--- config.mk ---
export PLATFORM = sky130hd
export DESIGN_NAME = cp0_exc_ctrl
export DESIGN_NICKNAME = d
export VERILOG_FILES = /design/src/rtl/cp0_exc_ctrl.sv
export SDC_FILE = /design/constraint.sdc
export NUM_CORES = 1
export LEC_CHECK = 0
export CORE_MARGIN = 2
export CORE_UTILIZATION = 25
export CTS_CLUSTER_SIZE = 20
export DETAILED_ROUTE_END_ITERATION = 8
export PLACE_DENSITY = 0.62
export SLEW_MARGIN = 20
export SYNTH_ARGS = -nofsm -noshare
export SYNTH_HDL_FRONTEND = slang
export SYNTH_SLANG_ARGS = --single-unit
export TNS_END_PERCENT = 100
--- constraint.sdc ---
create_clock -name clk -period 1.8 [get_ports clk]
set_input_delay 0.36 -clock clk [delete_from_list [all_inputs] [get_ports clk]]
set_output_delay 0.36 -clock clk [all_outputs]
set_load 0.01 [all_outputs]
--- src/rtl/cp0_exc_ctrl.sv ---
// CP0 exception/interrupt sequencer and Count/Compare timer.
// Prioritises commit-point exceptions against interrupts, runs flush/redirect, owns the timer.
module cp0_exc_ctrl #(
  parameter int unsigned FLUSH_CYCLES = 2
) (
  input  logic        clk,
  input  logic        rst_n,
  input  logic        ex_valid,
  input  logic        ex_bd,
  input  logic [31:0] ex_pc,
  input  logic [7:0]  exc_flags,
  input  logic        status_ie,
  input  logic        status_exl,
  input  logic [7:0]  status_im,
  input  logic [7:0]  cause_ip,
  input  logic        mtc0_we,
  input  logic [5:0]  cp0_addr,
  input  logic [31:0] mtc0_data,
  output logic        exception,
  output logic [4:0]  exc_code,
  output logic        bd,
  output logic [31:0] epc,
  output logic        eret_flush,
  output logic        flush,
  output logic        redirect_valid,
  output logic        redirect_sel,
  output logic [31:0] count,
  output logic        equal
);

  localparam logic [1:0] ST_IDLE  = 2'd0;
  localparam logic [1:0] ST_FLUSH = 2'd1;
  localparam logic [1:0] ST_REDIR = 2'd2;

  localparam logic [5:0] REG_COUNT   = 6'd9;
  localparam logic [5:0] REG_COMPARE = 6'd11;

  localparam logic [2:0] FLUSH_INIT = 3'(FLUSH_CYCLES - 32'd1);

  // Returns {is_exception, exc_code}; is_exception=0 means only ERET remains.
  function automatic logic [5:0] prioritise(input logic int_pend, input logic [7:0] flags);
    logic [5:0] res;
    if (int_pend) begin
      res = {1'b1, 5'h00};
    end else if (flags[0]) begin
      res = {1'b1, 5'h04};
    end else if (flags[1]) begin
      res = {1'b1, 5'h0a};
    end else if (flags[2]) begin
      res = {1'b1, 5'h0c};
    end else if (flags[3]) begin
      res = {1'b1, 5'h08};
    end else if (flags[4]) begin
      res = {1'b1, 5'h09};
    end else if (flags[5]) begin
      res = {1'b1, 5'h04};
    end else if (flags[6]) begin
      res = {1'b1, 5'h05};
    end else begin
      res = {1'b0, 5'h00};
    end
    return res;
  endfunction

  logic [1:0]  state_r;
  logic [1:0]  state_nxt_s;
  logic [2:0]  flush_cnt_r;
  logic [2:0]  flush_cnt_nxt_s;
  logic        int_pend_s;
  logic        take_s;
  logic [5:0]  prio_s;
  logic        take_exc_s;
  logic [4:0]  take_code_s;

  logic        exception_r;
  logic [4:0]  exc_code_r;
  logic        bd_r;
  logic [31:0] epc_r;
  logic        eret_flush_r;
  logic        flush_r;
  logic        redirect_valid_r;
  logic        redirect_sel_r;

  logic [31:0] count_r;
  logic [31:0] compare_r;
  logic        tick_r;
  logic        inc_d_r;
  logic        equal_r;
  logic        count_load_s;
  logic        compare_load_s;
  logic        inc_s;

  assign int_pend_s  = status_ie & ~status_exl & (|(status_im & cause_ip));
  assign take_s      = (state_r == ST_IDLE) & ex_valid & (int_pend_s | (|exc_flags));
  assign prio_s      = prioritise(int_pend_s, exc_flags);
  assign take_exc_s  = prio_s[5];
  assign take_code_s = prio_s[4:0];

  // Sequencer next-state: IDLE -> FLUSH (FLUSH_CYCLES cycles) -> REDIR (one cycle) -> IDLE.
  always_comb begin
    state_nxt_s     = state_r;
    flush_cnt_nxt_s = flush_cnt_r;
    case (state_r)
      ST_IDLE: begin
        if (take_s) begin
          state_nxt_s     = ST_FLUSH;
          flush_cnt_nxt_s = FLUSH_INIT;
        end else begin
          state_nxt_s     = ST_IDLE;
          flush_cnt_nxt_s = 3'd0;
        end
      end
      ST_FLUSH: begin
        if (flush_cnt_r == 3'd0) begin
          state_nxt_s     = ST_REDIR;
          flush_cnt_nxt_s = 3'd0;
        end else begin
          state_nxt_s     = ST_FLUSH;
          flush_cnt_nxt_s = flush_cnt_r - 3'd1;
        end
      end
      ST_REDIR: begin
        state_nxt_s     = ST_IDLE;
        flush_cnt_nxt_s = 3'd0;
      end
      default: begin
        state_nxt_s     = ST_IDLE;
        flush_cnt_nxt_s = 3'd0;
      end
    endcase
  end

  // Sequencer state register.
  always_ff @(posedge clk or negedge rst_n) begin
    if (!rst_n) begin
      state_r     <= ST_IDLE;
      flush_cnt_r <= 3'd0;
    end else begin
      state_r     <= state_nxt_s;
      flush_cnt_r <= flush_cnt_nxt_s;
    end
  end

  // Sequencer outputs, registered from next-state so they align with the state they describe.
  always_ff @(posedge clk or negedge rst_n) begin
    if (!rst_n) begin
      exception_r      <= 1'b0;
      eret_flush_r     <= 1'b0;
      flush_r          <= 1'b0;
      redirect_valid_r <= 1'b0;
      redirect_sel_r   <= 1'b0;
      exc_code_r       <= 5'd0;
      bd_r             <= 1'b0;
      epc_r            <= 32'd0;
    end else begin
      exception_r      <= take_s & take_exc_s;
      eret_flush_r     <= take_s & ~take_exc_s;
      flush_r          <= (state_nxt_s == ST_FLUSH);
      redirect_valid_r <= (state_nxt_s == ST_REDIR);
      if (take_s) begin
        redirect_sel_r <= ~take_exc_s;
        exc_code_r     <= take_exc_s ? take_code_s : 5'd0;
        bd_r           <= ex_bd;
        epc_r          <= ex_bd ? (ex_pc - 32'd4) : ex_pc;
      end else begin
        redirect_sel_r <= redirect_sel_r;
        exc_code_r     <= exc_code_r;
        bd_r           <= bd_r;
        epc_r          <= epc_r;
      end
    end
  end

  assign count_load_s   = mtc0_we & (cp0_addr == REG_COUNT);
  assign compare_load_s = mtc0_we & (cp0_addr == REG_COMPARE);
  // A Count load pre-empts the increment, so it can never be the source of an equal pulse.
  assign inc_s          = tick_r & ~count_load_s;

  // Count/Compare timer; Count advances every second cycle.
  always_ff @(posedge clk or negedge rst_n) begin
    if (!rst_n) begin
      count_r   <= 32'd0;
      compare_r <= 32'd0;
      tick_r    <= 1'b0;
      inc_d_r   <= 1'b0;
      equal_r   <= 1'b0;
    end else begin
      if (count_load_s) begin
        count_r <= mtc0_data;
        tick_r  <= 1'b0;
      end else begin
        count_r <= inc_s ? (count_r + 32'd1) : count_r;
        tick_r  <= ~tick_r;
      end
      if (compare_load_s) begin
        compare_r <= mtc0_data;
      end else begin
        compare_r <= compare_r;
      end
      inc_d_r <= inc_s;
      equal_r <= inc_d_r & (count_r == compare_r);
    end
  end

  assign exception      = exception_r;
  assign exc_code       = exc_code_r;
  assign bd             = bd_r;
  assign epc            = epc_r;
  assign eret_flush     = eret_flush_r;
  assign flush          = flush_r;
  assign redirect_valid = redirect_valid_r;
  assign redirect_sel   = redirect_sel_r;
  assign count          = count_r;
  assign equal          = equal_r;

endmodule

* Word level (Yosys, flattened, before mapping)
Cells that the tools add are included.
** Storage, ports and cells
- Output and inout bits :: 76
- Bits in registers :: 115
- Input port bits :: 101
** Operators by class
- $add $sub $neg :: 3
- Bitwise operators :: 16
- Reduce and logical (&&, ||, !) cells :: 5
- Mux-type cells :: 19
- Equal/unequal tests :: 6
** Operators with widths (number)
- $mux W32 :: 3
- $mux W6 :: 8
- $add A32 B1 Y32 const B :: 1
- $eq A32 B32 Y1 :: 1
- $sub A32 B3 Y32 const B :: 1
- $reduce_or A8 Y1 :: 2
- $eq A6 B4 Y1 const B :: 2
- $and A1 B1 Y1 :: 10
- $and A8 B8 Y8 :: 1
- $pmux W3 S2 :: 1
- $mux W5 :: 1
- $eq A2 B1 Y1 const B :: 2
- $not A1 Y1 :: 4
- $pmux W2 S2 :: 1
- $logic_not A3 Y1 :: 1
- $mux W1 :: 3
- $mux W3 :: 1
- $sub A3 B1 Y3 const B :: 1
- $eq A2 B2 Y1 const B :: 1
- $logic_not A2 Y1 :: 1
- $mux W2 :: 1
- $reduce_bool A2 Y1 :: 1
- $or A1 B1 Y1 :: 1

* Logic depth before layout (Yosys ltp)
- Word-level depth :: 10
- Depth in mapped cells :: 9
- Mapped depth without buffers :: 7

* Worst setup path before layout
No wires, ideal clock.
- Path kind :: input -> register
- From :: input port exc_flags[1]
- To :: register bd_r (netlist: bd)
- Cell stages on the path :: 5
- Buffers on the path :: 1
- Data arrival time :: 2088 ps
- Library setup time :: 128 ps
- Setup slack :: -415 ps
- Cells stage by stage :: or4_1 > or4_4 > o31ai_2 > buf_4 > mux2_1
** Between the ends
- Cells in the longest elaborated chain, start to end :: 3
** RTL lines
- from (decl) :: RTL line 11 : input logic [7:0] exc_flags,
- $reduce_or A8 Y1 :: RTL line 94 : assign take_s = (state_r == ST_IDLE) & ex_valid & (int_pend_s | (|exc_flags));
- $or A1 B1 Y1 :: RTL line 94
- $and A1 B1 Y1 :: RTL line 94
- to (signal assigned) :: RTL line 168 : bd_r <= bd_r;
- to (decl) :: RTL line 77 : logic bd_r;
Every way passes these cells.
A chain may end at the register's enable or synchronous reset.

* Worst setup path in the final report
- From :: input port exc_flags[4]
- To :: register epc_r[25] (netlist: epc[25])
** Between the ends
- Cells in the longest elaborated chain, start to end :: 3
** RTL lines
- $reduce_or A8 Y1 :: RTL line 94
- $or A1 B1 Y1 :: RTL line 94
- $and A1 B1 Y1 :: RTL line 94
- to (signal assigned) :: RTL line 164 : epc_r <= ex_bd ? (ex_pc - 32'd4) : ex_pc;
- to (signal assigned) :: RTL line 169 : epc_r <= epc_r;
- to (decl) :: RTL line 78 : logic [31:0] epc_r;
Every way passes these cells.

==> impl_metrics.ini <==
[worst_setup_path]
cp_common_cell = or4_4
cp_data_required_time_ns = 2.09
path_delay_family = simple AND/OR/NAND/NOR gates
cp-start-kind = primary input
cp-end-kind = flip-flop
critPathMaxFanout = 6
cp.arrival_ns = 2.29
setup.worst_path.class = primary input to flip-flop
max_stage_delay_ns = 0.53
crit_buf_inv = 3
slowest_stage = or4_4
crit_path_cell_trace = buf_6, or4_4, or4_4, o31ai_4, buf_4, buf_12, mux2_4

[routing]
detail-route-antenna-nets = 0
drtIter0Drc = 212
num_vias = 5359
wl_per_cell_um = 15.7
viasPerCell = 4.50
first_pass_iters = 4
totalWireLength_mm = 18.7
drc = 0

[grt]
grt_pass1_vias = 5477
grt_start_max_net_pins = 44
grt_antenna_before_repair = 0
grt_pass1_wl_mm = 29.0
grt_usage = 0.154
gr-total-overflow = 0

[synth]
yosys_warnings = 0
muxShareOfSynthArea = 0.0772
synth-compound-area-share = 0.0733
ys_ff_latch = 114
synthTopCellsByArea = dfrtp_1 49%, xnor2_1 7.7%, mux2_2 6.8%
synth_cell_types = 44
ys_top_cells_by_count = 114 x dfrtp_1, 75 x nand2_1, 51 x xnor2_1
syn-num-nets = 679
synth-main-ff-cell = dfrtp_1
syn-cell-area_um2 = 5820
ys_async_sr_fraction = 1.00
synthSimpleGateAreaFrac = 0.188
synth_xor_area_frac = 0.138
synth_top_area_frac = 0.490
synthAdderAreaFrac = 0.00430
synth_top_family_by_area = simple AND/OR/NAND/NOR gates
yosysMostFrequentCell = dfrtp_1
synth.largest_area_cell = dfrtp_1
netlist_instances = 576
syn_area_per_cell_um2 = 10.1
synth_edf_count = 0
yosysSeqAreaShare = 0.490

[floorplanning]
fp.dieH_um = 157
die_area_um2 = 24500
io_pins = 177
placementRows = 55
die_w_um = 157
initial_utilization = 0.256
core_um2 = 22800

[clock_network]
clk_latency_ns = 0.41
clkSinkCount = 114
clk_path_buf_depth = 2
cts_tree = done
clk_pin_slew_ns = 0.06
cts_buffers = 17
cts_root_buf = clkbuf_16
cts_max_level = 4

[placement]
dp.final_hpwl_mm = 13.5
gp_congestion = 0.837
dpl-instance-area_um2 = 8680
port_buffers = 175

[timing]
slew_violations = 0
worst_slack_ns = -0.206
whs_ns = 0.245
rsz0062_at_grt = true
hold_viol_final = 0
max_freq_mhz = 498
clock_skew_ns = 0.00809
post-route-period-util = 1.11
setup_viol = 33
period_needed_ns = 2.01

[power]
p_leak_nw = 4.28
p_per_area_nw_per_um2 = 1230
ir_drop_uv = 710

[hold_path]
worstHoldPathType = primary input to flip-flop

[layout]
final_cell_area_um2 = 9820
antenna_cells = 0
syn2layout_area_growth_pct = 68.7
layout-drive-gt1-share = 0.285
nets = 968
nFillCells = 2192

[status]
violations = setup timing
outcome = finished with violations

[run]
max_cap_violations = 0
==> kinds of logic after synthesis <==
logic type                 Yosys count
and+or+nand+nor                    216
DFF                                114
xor gates and xnor gates            92
AOI/OAI and AO/OA                   79
muxes                               40
buffers and inverters               32
adders and majority gates            2
other                                1
==> final cells by class <==
cell class	instances	area, µm²	share of cell area
Multi-Input combinational cell	430	3090	0.315
Sequential cell	114	2860	0.291
Timing Repair Buffer	295	2850	0.291
Clock buffer	19	443	0.0451
Tap cell	313	392	0.0399
Clock inverter	13	160	0.0163
Inverter	7	26.3	0.00267
==> registers in the layout, summed over array words and instances (netlist names), 2 cells and up <==
register	count
epc	32
state_r	2
count	32
exc_code	4
compare_r	32
flush_cnt_r	3
==> metrics by stage <==
stage,TNS (ns),util,power (W),setup WS [ns],instances
after CTS,-9.62,0.422,0.0122,-0.318,1189
after floorplan,-11.13,-,0.00556,-0.404,576
after detailed placement,-51.42,0.381,0.00801,-0.905,1137
after global placement,-44.69,0.381,0.00797,-0.881,1137
after global routing,-4.61,0.431,0.0127,-0.224,1191
final,-3.45,0.431,0.0121,-0.206,1191
==> worst register-to-register path: stages (launching register included) <==
cell	delay, ns
dfrtp_1	0.38
nand4_1	0.21
nor4_4	0.25
buf_4	0.18
nand4_1	0.16
xnor2_1	0.17
mux2_2	0.25
==> what timing repair did <==
action	in CTS	in global routing
cloned	5	0
setup endpoints to repair	68	63
endpoints found under the hold margin	29	0
hold buffers	1	0
buffers inserted	15	7
pin swaps	9	27
resized for setup	64	71
==> layer usage <==
layer,vias up,routed length [µm],share of wire,track usage
li1,2607,-,-,-
met2,184,8960,0.48,0.261
met1,2541,8210,0.44,0.191
met5,-,0,0,0
met4,0,463,0.025,0.0568
met3,27,1030,0.055,0.0341
==> final timing paths <==
path                       cells past startpoint            end  slack, ns          from
min                                            4    exc_code[0]       0.25  exc_flags[3]
max                                            7        epc[25]      -0.21  exc_flags[4]
min in group asynchronous                      2  compare_r[28]       0.45         rst_n
max reg2reg                                    6      count[28]       0.08      count[9]
max in group asynchronous                      3      count[18]       0.75         rst_n
min reg2reg                                    2        epc[30]       0.49       epc[30]
==> cell usage in the layout (no fill, tap or decap), types with 5 or more instances in the layout <==
cell type,netlist,final
o21ai_0,36,31
nor4_1,13,6
clkinvlp_4,0,5
nor2_1,30,28
nand4_1,32,32
mux2_2,35,35
inv_1,7,7
buf_12,0,10
nand3_1,17,17
dlymetal6s2s_1,0,18
xnor2_1,51,47
xor2_1,41,41
clkbuf_16,0,17
buf_4,3,102
dlygate4sd2_1,0,22
o21ai_1,28,20
buf_6,4,7
nor3_1,12,9
a22oi_1,6,6
nand2_1,75,64
dfrtp_1,114,110
nand2_2,0,7
a21oi_1,5,5
clkdlybuf4s50_1,0,130
o21ai_2,0,13
and3_1,7,7
==> where the power goes <==
part / total [W] / internal [W] / switching (W)
combinational: 0.00467 / 0.00262 / 0.00205
clock: 0.00348 / 0.00221 / 0.00127
sequential: 0.00391 / 0.00332 / 0.000590
total: 0.0121 / 0.00815 / 0.00391
Note: power is estimated with default switching activity, not from simulation.
